===== config.mk =====
export PLATFORM = sky130hd
export DESIGN_NAME = bfs_dc_resp
export DESIGN_NICKNAME = d
export VERILOG_FILES = /design/src/rtl/bfs_dc_resp.sv
export SDC_FILE = /design/constraint.sdc
export NUM_CORES = 1
export LEC_CHECK = 0
export ABC_AREA = 1
export BUFFER_PORTS_ARGS = -buffer_cell sky130_fd_sc_hd__buf_2
export CAP_MARGIN = 15
export CORE_ASPECT_RATIO = 0.7
export CORE_MARGIN = 2
export CORE_UTILIZATION = 25
export DETAILED_ROUTE_END_ITERATION = 8
export SYNTH_ARGS = -nofsm -noshare
export SYNTH_HDL_FRONTEND = slang
export SYNTH_SLANG_ARGS = --single-unit

===== constraint.sdc =====
create_clock -name clk -period 4.6 [get_ports clk]
set_input_delay 0.92 -clock clk [delete_from_list [all_inputs] [get_ports clk]]
set_output_delay 0.92 -clock clk [all_outputs]
set_load 0.02 [all_outputs]

===== src/rtl/bfs_dc_resp.sv =====
// BFS node-fetch responder: queues node addresses, reads each header, marks unvisited
// nodes, fetches their neighbor beats and streams whole frames back to the core.
module bfs_dc_resp #(
  parameter int RQ_DEPTH = 4,
  parameter int RB_DEPTH = 16
) (
  input  logic        clk,
  input  logic        rst_n,
  input  logic        bfs_dc_req,
  input  logic [31:0] bfs_dc_addr,
  output logic        dc_ready,
  output logic        dc_rbuf_empty,
  output logic        dc_rvalid,
  output logic        dc_fs,
  output logic [63:0] dc_rdata,
  output logic        mem_req,
  output logic        mem_we,
  output logic [31:0] mem_addr,
  output logic [63:0] mem_wdata,
  input  logic        mem_ready,
  input  logic        mem_rvalid,
  input  logic [63:0] mem_rdata,
  input  logic        rob_flush
);
  localparam int QW = (RQ_DEPTH > 1) ? $clog2(RQ_DEPTH) : 1;
  localparam int QC = $clog2(RQ_DEPTH + 1);
  localparam int BW = $clog2(RB_DEPTH);
  localparam int BC = $clog2(RB_DEPTH + 1);
  localparam logic [BC-1:0] OCC_MAX = BC'(RB_DEPTH - 9);

  typedef enum logic [2:0] {IDLE, HDR_RD, HDR_WAIT, MARK_WR, NB_RD, NB_WAIT, DRAIN} state_t;

  state_t        state_q;
  logic [31:0]   a_q;
  logic [3:0]    nb_left_q;
  logic          mem_req_q, mem_we_q;
  logic [31:0]   mem_addr_q;
  logic [63:0]   mem_wdata_q;

  logic [31:0]   rq_mem [RQ_DEPTH];
  logic [QW-1:0] rq_wp_q, rq_rp_q;
  logic [QC-1:0] rq_cnt_q;

  // Each entry holds {first-beat flag, data}.
  logic [64:0]   rb_mem [RB_DEPTH];
  logic [BW-1:0] rb_wp_q, rb_rp_q;
  logic [BC-1:0] cmt_cnt_q, stg_cnt_q, occ;
  logic          rvalid_q, fs_q;
  logic [63:0]   rdata_q;

  logic rq_push, start, need_mark, waiting, stage_we, commit, out_pop, rd_acc;
  logic [3:0] nb_total;

  function automatic logic [QW-1:0] q_inc(input logic [QW-1:0] p);
    return (p == QW'(RQ_DEPTH - 1)) ? '0 : p + QW'(1);
  endfunction

  function automatic logic [BW-1:0] b_inc(input logic [BW-1:0] p);
    return (p == BW'(RB_DEPTH - 1)) ? '0 : p + BW'(1);
  endfunction

  assign occ       = cmt_cnt_q + stg_cnt_q;
  assign dc_ready  = (rq_cnt_q != QC'(RQ_DEPTH)) && !rob_flush;
  assign rq_push   = bfs_dc_req && dc_ready;
  // A node is only started when its largest possible frame (9 beats) is guaranteed room.
  assign start     = (state_q == IDLE) && (rq_cnt_q != '0) && (occ <= OCC_MAX) && !rob_flush;
  assign need_mark = !mem_rdata[0] && (mem_rdata[35:32] != 4'd0);
  assign nb_total  = 4'(({1'b0, mem_rdata[35:32]} + 5'd1) >> 1);
  assign waiting   = (state_q == HDR_WAIT) || (state_q == NB_WAIT) || (state_q == DRAIN);
  assign stage_we  = !rob_flush && mem_rvalid && ((state_q == HDR_WAIT) || (state_q == NB_WAIT));
  assign commit    = stage_we && ((state_q == HDR_WAIT) ? !need_mark : (nb_left_q == 4'd1));
  assign out_pop   = !rob_flush && (cmt_cnt_q != '0);
  assign rd_acc    = mem_req_q && mem_ready && !mem_we_q;

  assign dc_rbuf_empty = (rq_cnt_q == '0) && (state_q == IDLE) && (occ == '0);
  assign dc_rvalid = rvalid_q;
  assign dc_fs     = fs_q;
  assign dc_rdata  = rdata_q;
  assign mem_req   = mem_req_q;
  assign mem_we    = mem_we_q;
  assign mem_addr  = mem_addr_q;
  assign mem_wdata = mem_wdata_q;

  always_ff @(posedge clk) begin
    if (rq_push) rq_mem[rq_wp_q] <= bfs_dc_addr;
    if (stage_we) rb_mem[rb_wp_q] <= {state_q == HDR_WAIT, mem_rdata};
  end

  always_ff @(posedge clk or negedge rst_n) begin
    if (!rst_n) begin
      rq_wp_q  <= '0;
      rq_rp_q  <= '0;
      rq_cnt_q <= '0;
    end else if (rob_flush) begin
      rq_wp_q  <= '0;
      rq_rp_q  <= '0;
      rq_cnt_q <= '0;
    end else begin
      if (rq_push) rq_wp_q <= q_inc(rq_wp_q);
      if (start)   rq_rp_q <= q_inc(rq_rp_q);
      rq_cnt_q <= rq_cnt_q + QC'(rq_push) - QC'(start);
    end
  end

  always_ff @(posedge clk or negedge rst_n) begin
    if (!rst_n) begin
      state_q     <= IDLE;
      a_q         <= '0;
      nb_left_q   <= '0;
      mem_req_q   <= 1'b0;
      mem_we_q    <= 1'b0;
      mem_addr_q  <= '0;
      mem_wdata_q <= '0;
    end else if (rob_flush) begin
      mem_req_q <= 1'b0;
      mem_we_q  <= 1'b0;
      // A read accepted now, or one still in flight, must have its response swallowed.
      state_q   <= (rd_acc || (waiting && !mem_rvalid)) ? DRAIN : IDLE;
    end else begin
      case (state_q)
        IDLE: if (start) begin
          a_q        <= rq_mem[rq_rp_q];
          mem_addr_q <= rq_mem[rq_rp_q];
          mem_req_q  <= 1'b1;
          mem_we_q   <= 1'b0;
          state_q    <= HDR_RD;
        end
        HDR_RD: if (mem_ready) begin
          mem_req_q <= 1'b0;
          state_q   <= HDR_WAIT;
        end
        HDR_WAIT: if (mem_rvalid) begin
          if (need_mark) begin
            nb_left_q   <= nb_total;
            mem_req_q   <= 1'b1;
            mem_we_q    <= 1'b1;
            mem_addr_q  <= a_q;
            mem_wdata_q <= mem_rdata | 64'd1;
            state_q     <= MARK_WR;
          end else begin
            state_q <= IDLE;
          end
        end
        MARK_WR: if (mem_ready) begin
          mem_we_q   <= 1'b0;
          mem_addr_q <= a_q + 32'd8;
          state_q    <= NB_RD;
        end
        NB_RD: if (mem_ready) begin
          mem_req_q <= 1'b0;
          state_q   <= NB_WAIT;
        end
        NB_WAIT: if (mem_rvalid) begin
          if (nb_left_q == 4'd1) begin
            state_q <= IDLE;
          end else begin
            nb_left_q  <= nb_left_q - 4'd1;
            mem_addr_q <= mem_addr_q + 32'd8;
            mem_req_q  <= 1'b1;
            state_q    <= NB_RD;
          end
        end
        DRAIN: if (mem_rvalid) state_q <= IDLE;
        default: state_q <= IDLE;
      endcase
    end
  end

  always_ff @(posedge clk or negedge rst_n) begin
    if (!rst_n) begin
      rb_wp_q   <= '0;
      rb_rp_q   <= '0;
      cmt_cnt_q <= '0;
      stg_cnt_q <= '0;
      rvalid_q  <= 1'b0;
      fs_q      <= 1'b0;
      rdata_q   <= '0;
    end else if (rob_flush) begin
      rb_wp_q   <= '0;
      rb_rp_q   <= '0;
      cmt_cnt_q <= '0;
      stg_cnt_q <= '0;
      rvalid_q  <= 1'b0;
      fs_q      <= 1'b0;
    end else begin
      if (stage_we) rb_wp_q <= b_inc(rb_wp_q);
      if (out_pop) begin
        {fs_q, rdata_q} <= rb_mem[rb_rp_q];
        rb_rp_q         <= b_inc(rb_rp_q);
      end else begin
        fs_q <= 1'b0;
      end
      rvalid_q  <= out_pop;
      cmt_cnt_q <= cmt_cnt_q - BC'(out_pop) + (commit ? stg_cnt_q + BC'(1) : '0);
      stg_cnt_q <= commit ? '0 : stg_cnt_q + BC'(stage_we);
    end
  end
endmodule


==> results.ini, run 1 <==
[synthesis]
synth_edf_count = 1168
synth_cells = 4651
synth-main-ff-cell = edfxtp_1
async_reset_ff_frac = 0.163
yosys_warnings = 0
avgSynthCellArea_um2 = 12.1
synth-adder-area-share = 0.00815
synth_compound_area_frac = 0.117
synth_top_family_by_area = compound AO/OA/AOI/OAI gates
synth-simple-area-share = 0.106
synth_nets = 4788
ys_seq_area_frac = 0.722
synth_seq_cells = 1396
synth_xor_xnor_area_share = 0.00264
syn-cell-area_um2 = 56500
yosysUniqueCellTypes = 45
synth_mux_area_frac = 0.0118

[global_route]
use_met3 = 0.0263
gr-usage-met1 = 0.195
busiest_layer = met2
grt_pass1_wl_mm = 239
grtUsageMet2 = 0.213
track_usage = 0.137
grt.overflow.total = 0
grt_pass1_vias = 35700
antenna_found_initial = 16
grt_max_degree = 205

[place]
io_buffers = 267
gp_congestion = 0.826
postPlaceCellArea_um2 = 61500
hpwl_mm = 93.1

[routing]
first_pass_iters = 5
via_count = 37300
ant_nets = 0
drcViolationCount = 0
drt-initial-drc-count = 3985
post_drt_wl_per_cell_um = 20.4
wirelength_mm = 163
avgViaCountPerCell = 4.67

[critical_path]
path_cells = inv_4 -> nor2_4 -> nand2_2 -> nand2_2 -> nand2_1 -> inv_1 -> nand3_1 -> or2_2 -> ha_1 -> inv_1 -> ha_1 -> fa_1 -> nand2_1 -> nand2_1 -> a21oi_1 -> xor2_1 -> o21ai_0 -> nor3b_1
endpoint_kind = register
critPathSlowestCell = dfrtp_1
r2r_slack_ns = 0.97
cp.required_ns = 5.20
critical_path_class = register to register
arrival_ns = 4.23
path_max_fanout = 31
crit_buf_inv = 3
reg2reg_from = state_q[1]
crit_path_start_kind = register
cp_top_family = simple AND/OR/NAND/NOR gates
cpPeakStageDelay_ns = 0.44
r2r-end = cmt_cnt_q[4]
cpMostUsedCell = nand2_1
ff2ff_path_depth = 18

[floorplan]
dieArea_um2 = 230000
num_io_pins = 268
design.core.area_um2 = 224000
die_w_um = 572
start_util = 0.252
rows = 145
die_y_um = 402

[status]
outcome = finished, final reports clean

[job]
cap_viol_max_count = 0

[pwr]
ir_drop_mv = 0.613
p_int_mw = 24.8
cellPowerDensity_nw_per_um2 = 587
combPwrFrac = 0.303
p_leak_nw = 23.3
p_sw_mw = 14.0
p_seq_frac = 0.403
p_sw_frac = 0.361
power_mw = 38.8
clkPwrFrac = 0.294

[clock_network]
numCtsBuffers = 146
cts_tree = yes
path_clk_slew_ns = 0.06
clkSinkCount = 1396
cts_resized = 0
cts_buffer_depth = 4
clockRootBuffer = clkbuf_16
clock_latency_ns = 0.83
hold_buffers = 0
htreeDepth = 4
cts_setup_buffers = 0

[sta]
finClkSkew_ns = 0.106
timing_worst_slew_pin_value_ns = 1.08
final.setup.tns_ns = 0
max_slew_margin = 0.279
whs_ns = 0.205
rsz0062_at_grt = no
finalCriticalPeriod_ns = 3.63
setup_violations = 0
finalCritPeriodShare = 0.788
fmax_mhz = 276
slew_violations = 0
timing.final.hold_violations = 0

[worst_hold_path]
hp-class = input pin to async pin

[final_layout]
nets = 4997
final_cell_mix = edfxtp_1 (1168), nor2_1 (772), o21ai_0 (727)
mostFrequentLayoutCell = edfxtp_1
final_area_um2 = 66000
area_growth_pct = 16.8
drive_gt1_frac = 0.137

## sequential cells by signal, indices dropped and copies added, names as in the netlist
| name | flops |
|---|---|
| a_q | 32 |
| cmt_cnt_q | 5 |
| dc_fs | 1 |
| dc_rdata | 64 |
| dc_rvalid | 1 |
| mem_addr | 32 |
| mem_req | 1 |
| mem_wdata | 64 |
| mem_we | 1 |
| nb_left_q | 4 |
| rb_mem | 1040 |
| rb_rp_q | 4 |
| rb_wp_q | 4 |
| rq_cnt_q | 3 |
| rq_mem | 128 |
| rq_rp_q | 2 |
| rq_wp_q | 2 |
| state_q | 3 |
| stg_cnt_q | 5 |
## metal layers
metal / share of wire / up-vias
met5: 0.000074 / -
met4: 0.023 / 2
met3: 0.073 / 218
met2: 0.45 / 1319
met1: 0.45 / 18600
li1: - / 17200
## how the worst max path moves through the flow
| stage | startpoint | endpoint | slack, ns | depth (start not counted) |
|---|---|---|---|---|
| floorplan | rob_flush | rb_mem[0][0] | -0.14 | 6 |
| global placement | mem_rdata[32] | cmt_cnt_q[4] | 0.47 | 21 |
| detailed placement | mem_rdata[32] | cmt_cnt_q[4] | 0.55 | 21 |
| CTS | state_q[1] | cmt_cnt_q[4] | 0.96 | 18 |
| global route | state_q[1] | cmt_cnt_q[4] | 0.67 | 18 |
| finish | state_q[1] | cmt_cnt_q[4] | 0.97 | 18 |
## kinds of logic (layout without fill, tap and decap cells)
family / count (synthesis) / count (layout)
AND/OR/NAND/NOR: 1504 / 1504
flip-flops: 1396 / 1396
AO/OA/AOI/OAI: 1208 / 1208
buffers and inverters: 432 / 743
multiplexers: 59 / 59
adder cells (fa/ha/maj): 35 / 35
XOR/XNOR: 17 / 17
other: 0 / 12
## power groups by stage
stage | clock network, mW | logic (mW) | registers (mW)
floorplan | 0 | 7.16 | 16.3
global route | 12.1 | 13.2 | 15.7
global placement | 0 | 11.7 | 15.9
finish | 11.4 | 11.8 | 15.6
CTS | 11.6 | 11.9 | 15.6
detailed placement | 0 | 11.9 | 15.9
## cell type report
type                    instances  area [um2]
clock buffers                 191        3960
repair buffers                354        2360
well taps                    3013        3770
multi-input cells            2823       14000
diodes                         12        30.0
fillers                     22700      158000
flip-flops and latches       1396       40800
clock inverters                59         515
inverters                     139         546
## synthesized netlist by cell type, drive strengths merged (14+ instances only)
cell type | instances | area (um2)
mux2 | 59 | 664
ha | 32 | 400
dfrtp | 228 | 5710
buf | 104 | 633
nand3 | 71 | 380
a21oi | 59 | 299
o22ai | 329 | 2060
nand2 | 583 | 2230
clkbuf | 189 | 709
edfxtp | 1168 | 35100
nand4 | 30 | 188
nor2 | 808 | 3100
o21ai | 774 | 3870
xor2 | 14 | 123
inv | 135 | 512
## stage by stage
step / setup slack [ns] / instances / util
4_1_cts: 0.961 / 7975 / 0.295
3_5_place_dp: 0.549 / 7725 / 0.275
2_1_floorplan: -0.142 / 4651 / -
3_3_place_gp: 0.472 / 7725 / 0.275
6_report: 0.974 / 7987 / 0.295
5_1_grt: 0.669 / 7980 / 0.295
No activity file was read; power rests on OpenSTA's default activity.
==> inputs of run 2 (changes only) <==
- ABC_AREA: 1 -> 0
- clock period: 4.6 -> 3.7 ns (I/O delays scaled with it)
==> results.ini, run 2 <==
[synthesis]
synth_mux_area_frac = 0.143
yosys_warnings = 0
synth_xor_xnor_area_share = 0.00618
synth_top_family_by_area = multiplexers
ys_top_cells_by_count = edfxtp_1 (1168), mux4_2 (229), dfrtp_1 (228), nand2_1 (192), o21ai_0 (150)
async_reset_ff_frac = 0.163
synth_edf_count = 1168
ys_seq_area_frac = 0.738
synth-main-ff-cell = edfxtp_1
synth-simple-area-share = 0.0339
netlist.area_leader.share = 0.634
yosysUniqueCellTypes = 74
synth_seq_cells = 1396
syn-cell-area_um2 = 55300
synth_compound_area_frac = 0.0558
synth-adder-area-share = 0.00833
synth_cells = 3015
avgSynthCellArea_um2 = 18.3
synth_nets = 3152
synth_area_leader_cell = edfxtp_1
synth_area_leaders = edfxtp_1 (63%), dfrtp_1 (10%), mux4_2 (9.3%)
synth_most_common_cell = edfxtp_1

[floorplan]
rows = 144
die_y_um = 397
num_io_pins = 268
design.core.area_um2 = 220000
start_util = 0.251
dieArea_um2 = 225000
die_w_um = 566

[place]
hpwl_mm = 89.2
io_buffers = 267
pre_cts_ws_ns = -0.127
gp_congestion = 0.752
dp.cells = 6153

[global_route]
antenna_found_initial = 11
grt_pass1_vias = 30000
grt_max_degree = 104
grt.overflow.total = 0
track_usage = 0.129
grt_pass1_wl_mm = 215

[sta]
max_slew_margin = 0.405
slew_violations = 0
fmax_mhz = 289
setup_ws_ns = 0.240
finClkSkew_ns = 0.0986
final.setup.tns_ns = 0
timing_worst_slew_pin_value_ns = 0.887
rsz0062_at_grt = no
finalCriticalPeriod_ns = 3.46
timing.final.hold_violations = 0
finalCritPeriodShare = 0.935
setup_violations = 0

[critical_path]
crit_path_start_kind = register
r2r-end = cmt_cnt_q[4]
ff2ff_path_depth = 14
arrival_ns = 2.72
critPathSlowestCell = dfrtp_2
path_max_fanout = 5
cp_top_family = adder cells
endpoint_kind = output port
crit_buf_inv = 2
r2r_slack_ns = 0.37
reg2reg_from = nb_left_q[1]
path_cells = ha_1 -> inv_1 -> fa_1 -> nand2b_1 -> a21oi_1 -> xnor2_1 -> nor4_1 -> buf_2
cpPeakStageDelay_ns = 0.43
cp.required_ns = 2.96
critical_path_class = register to output port

[routing]
avgViaCountPerCell = 4.64
wirelength_mm = 149
drt-initial-drc-count = 3092
drcViolationCount = 0
ant_nets = 0
via_count = 29800
first_pass_iters = 6
post_drt_wl_per_cell_um = 23.2

[clock_network]
cts_setup_buffers = 0
cts_tree = yes
clockRootBuffer = clkbuf_16
clkSinkCount = 1396
path_clk_slew_ns = 0.06
htreeDepth = 4
cts_buffer_depth = 4
clock_latency_ns = 0.81
numCtsBuffers = 147

[worst_hold_path]
hp-class = input pin to register
min_from = bfs_dc_addr[10]
hold_depth = 1
hold_end = rq_mem[3][10]

[pwr]
p_int_mw = 31.9
p_sw_frac = 0.311
p_sw_mw = 14.4
p_leak_nw = 21.9
p_seq_frac = 0.423
ir_drop_mv = 0.469
clkPwrFrac = 0.311
cellPowerDensity_nw_per_um2 = 702
combPwrFrac = 0.266

[final_layout]
fillers = 21400
final_cell_mix = edfxtp_1 (1168), buf_2 (266), mux4_2 (229)
mostFrequentLayoutCell = edfxtp_1
final-seq-area_um2 = 40800
drive_gt1_frac = 0.282
final_cells = 6417
multi_input_area_um2 = 13800
largest_reg_flops = 1040
nets = 3520
reg_top3 = rb_mem x1040, rq_mem x128
regMostFlops = rb_mem
area_growth_pct = 19.4

[job]
cap_viol_max_count = 0

[status]
outcome = finished, final reports clean

-- run 2: cell types whose count changed after synthesis, sizes merged, moves of 100 or more --
cell | previous run | this run
nor2 | 808 | 57
o21ai | 774 | 153
nand2 | 583 | 192
o22ai | 329 | 5
mux4 | 0 | 229
mux2i | 0 | 147
o221ai | 4 | 132
inv | 135 | 35
-- run 2: how the worst max path moves through the flow --
| stage | endpoint | from | slack (ns) | cells after the start |
|---|---|---|---|---|
| 2_1_floorplan | rb_mem[12][0] | state_q[1] | 0.06 | 7 |
| 4_1_cts | dc_rbuf_empty | stg_cnt_q[0] | 0.08 | 8 |
| 3_5_place_dp | cmt_cnt_q[4] | mem_rdata[33] | -0.13 | 15 |
| 6_report | dc_rbuf_empty | stg_cnt_q[0] | 0.24 | 8 |
| 5_1_grt | dc_rbuf_empty | stg_cnt_q[0] | 0.07 | 8 |
| 3_3_place_gp | cmt_cnt_q[4] | mem_rdata[32] | -0.17 | 15 |
-- run 2: power groups by stage --
stage                     clock [mW]  sequential [mW]  combinational [mW]
after detailed placement           0             19.9                12.5
after floorplan                    0             20.6                7.40
after global placement             0             19.9                12.4
final                           14.4             19.6                12.3
after CTS                       14.8             19.6                12.6
after global routing            15.4             19.8                13.4
-- run 2: layer usage --
layer	track usage	wire length (um)	up-vias	share of wire
li1	-	-	13000	-
met1	0.182	67700	15700	0.45
met2	0.205	69100	919	0.46
met3	0.0263	9340	193	0.063
met4	0.0286	2860	6	0.019
met5	0	24	-	0.00016
-- run 2: cells by family (layout without fill, tap and decap cells) --
logic type | count (synthesis) | in the layout
AO/OA/AOI/OAI | 452 | 452
buffers and inverters | 210 | 687
adder cells (fa/ha/maj) | 35 | 35
XOR/XNOR | 39 | 39
AND/OR/NAND/NOR | 395 | 395
multiplexers | 488 | 488
other | 0 | 5
flip-flops | 1396 | 1396
-- run 2: stage by stage --
stage | hold WS [ns] | util | power (mW) | instance area, um2
floorplan | 0.444 | - | 28.0 | 55300
global placement | 0.450 | 0.279 | 32.3 | 61400
detailed placement | 0.467 | 0.279 | 32.5 | 61400
CTS | 0.141 | 0.300 | 47.0 | 66000
global route | 0.155 | 0.300 | 48.6 | 66000
finish | 0.202 | 0.300 | 46.3 | 66000
-- run 2: area by class of cell --
class	count	share of cell area
tap	2920	0.0554
sequential	1396	0.618
antenna	5	0.000190
inverter	35	0.00199
timing repair buffer	394	0.0459
multi-input combinational	1409	0.209
clock buffer	188	0.0596
clock inverter	70	0.0102
-- run 2: what timing repair did --
item,in CTS,in global routing
hold buffers,1,0
hold endpoints to repair,7,0
resized for setup,0,1
setup endpoints to repair,0,1
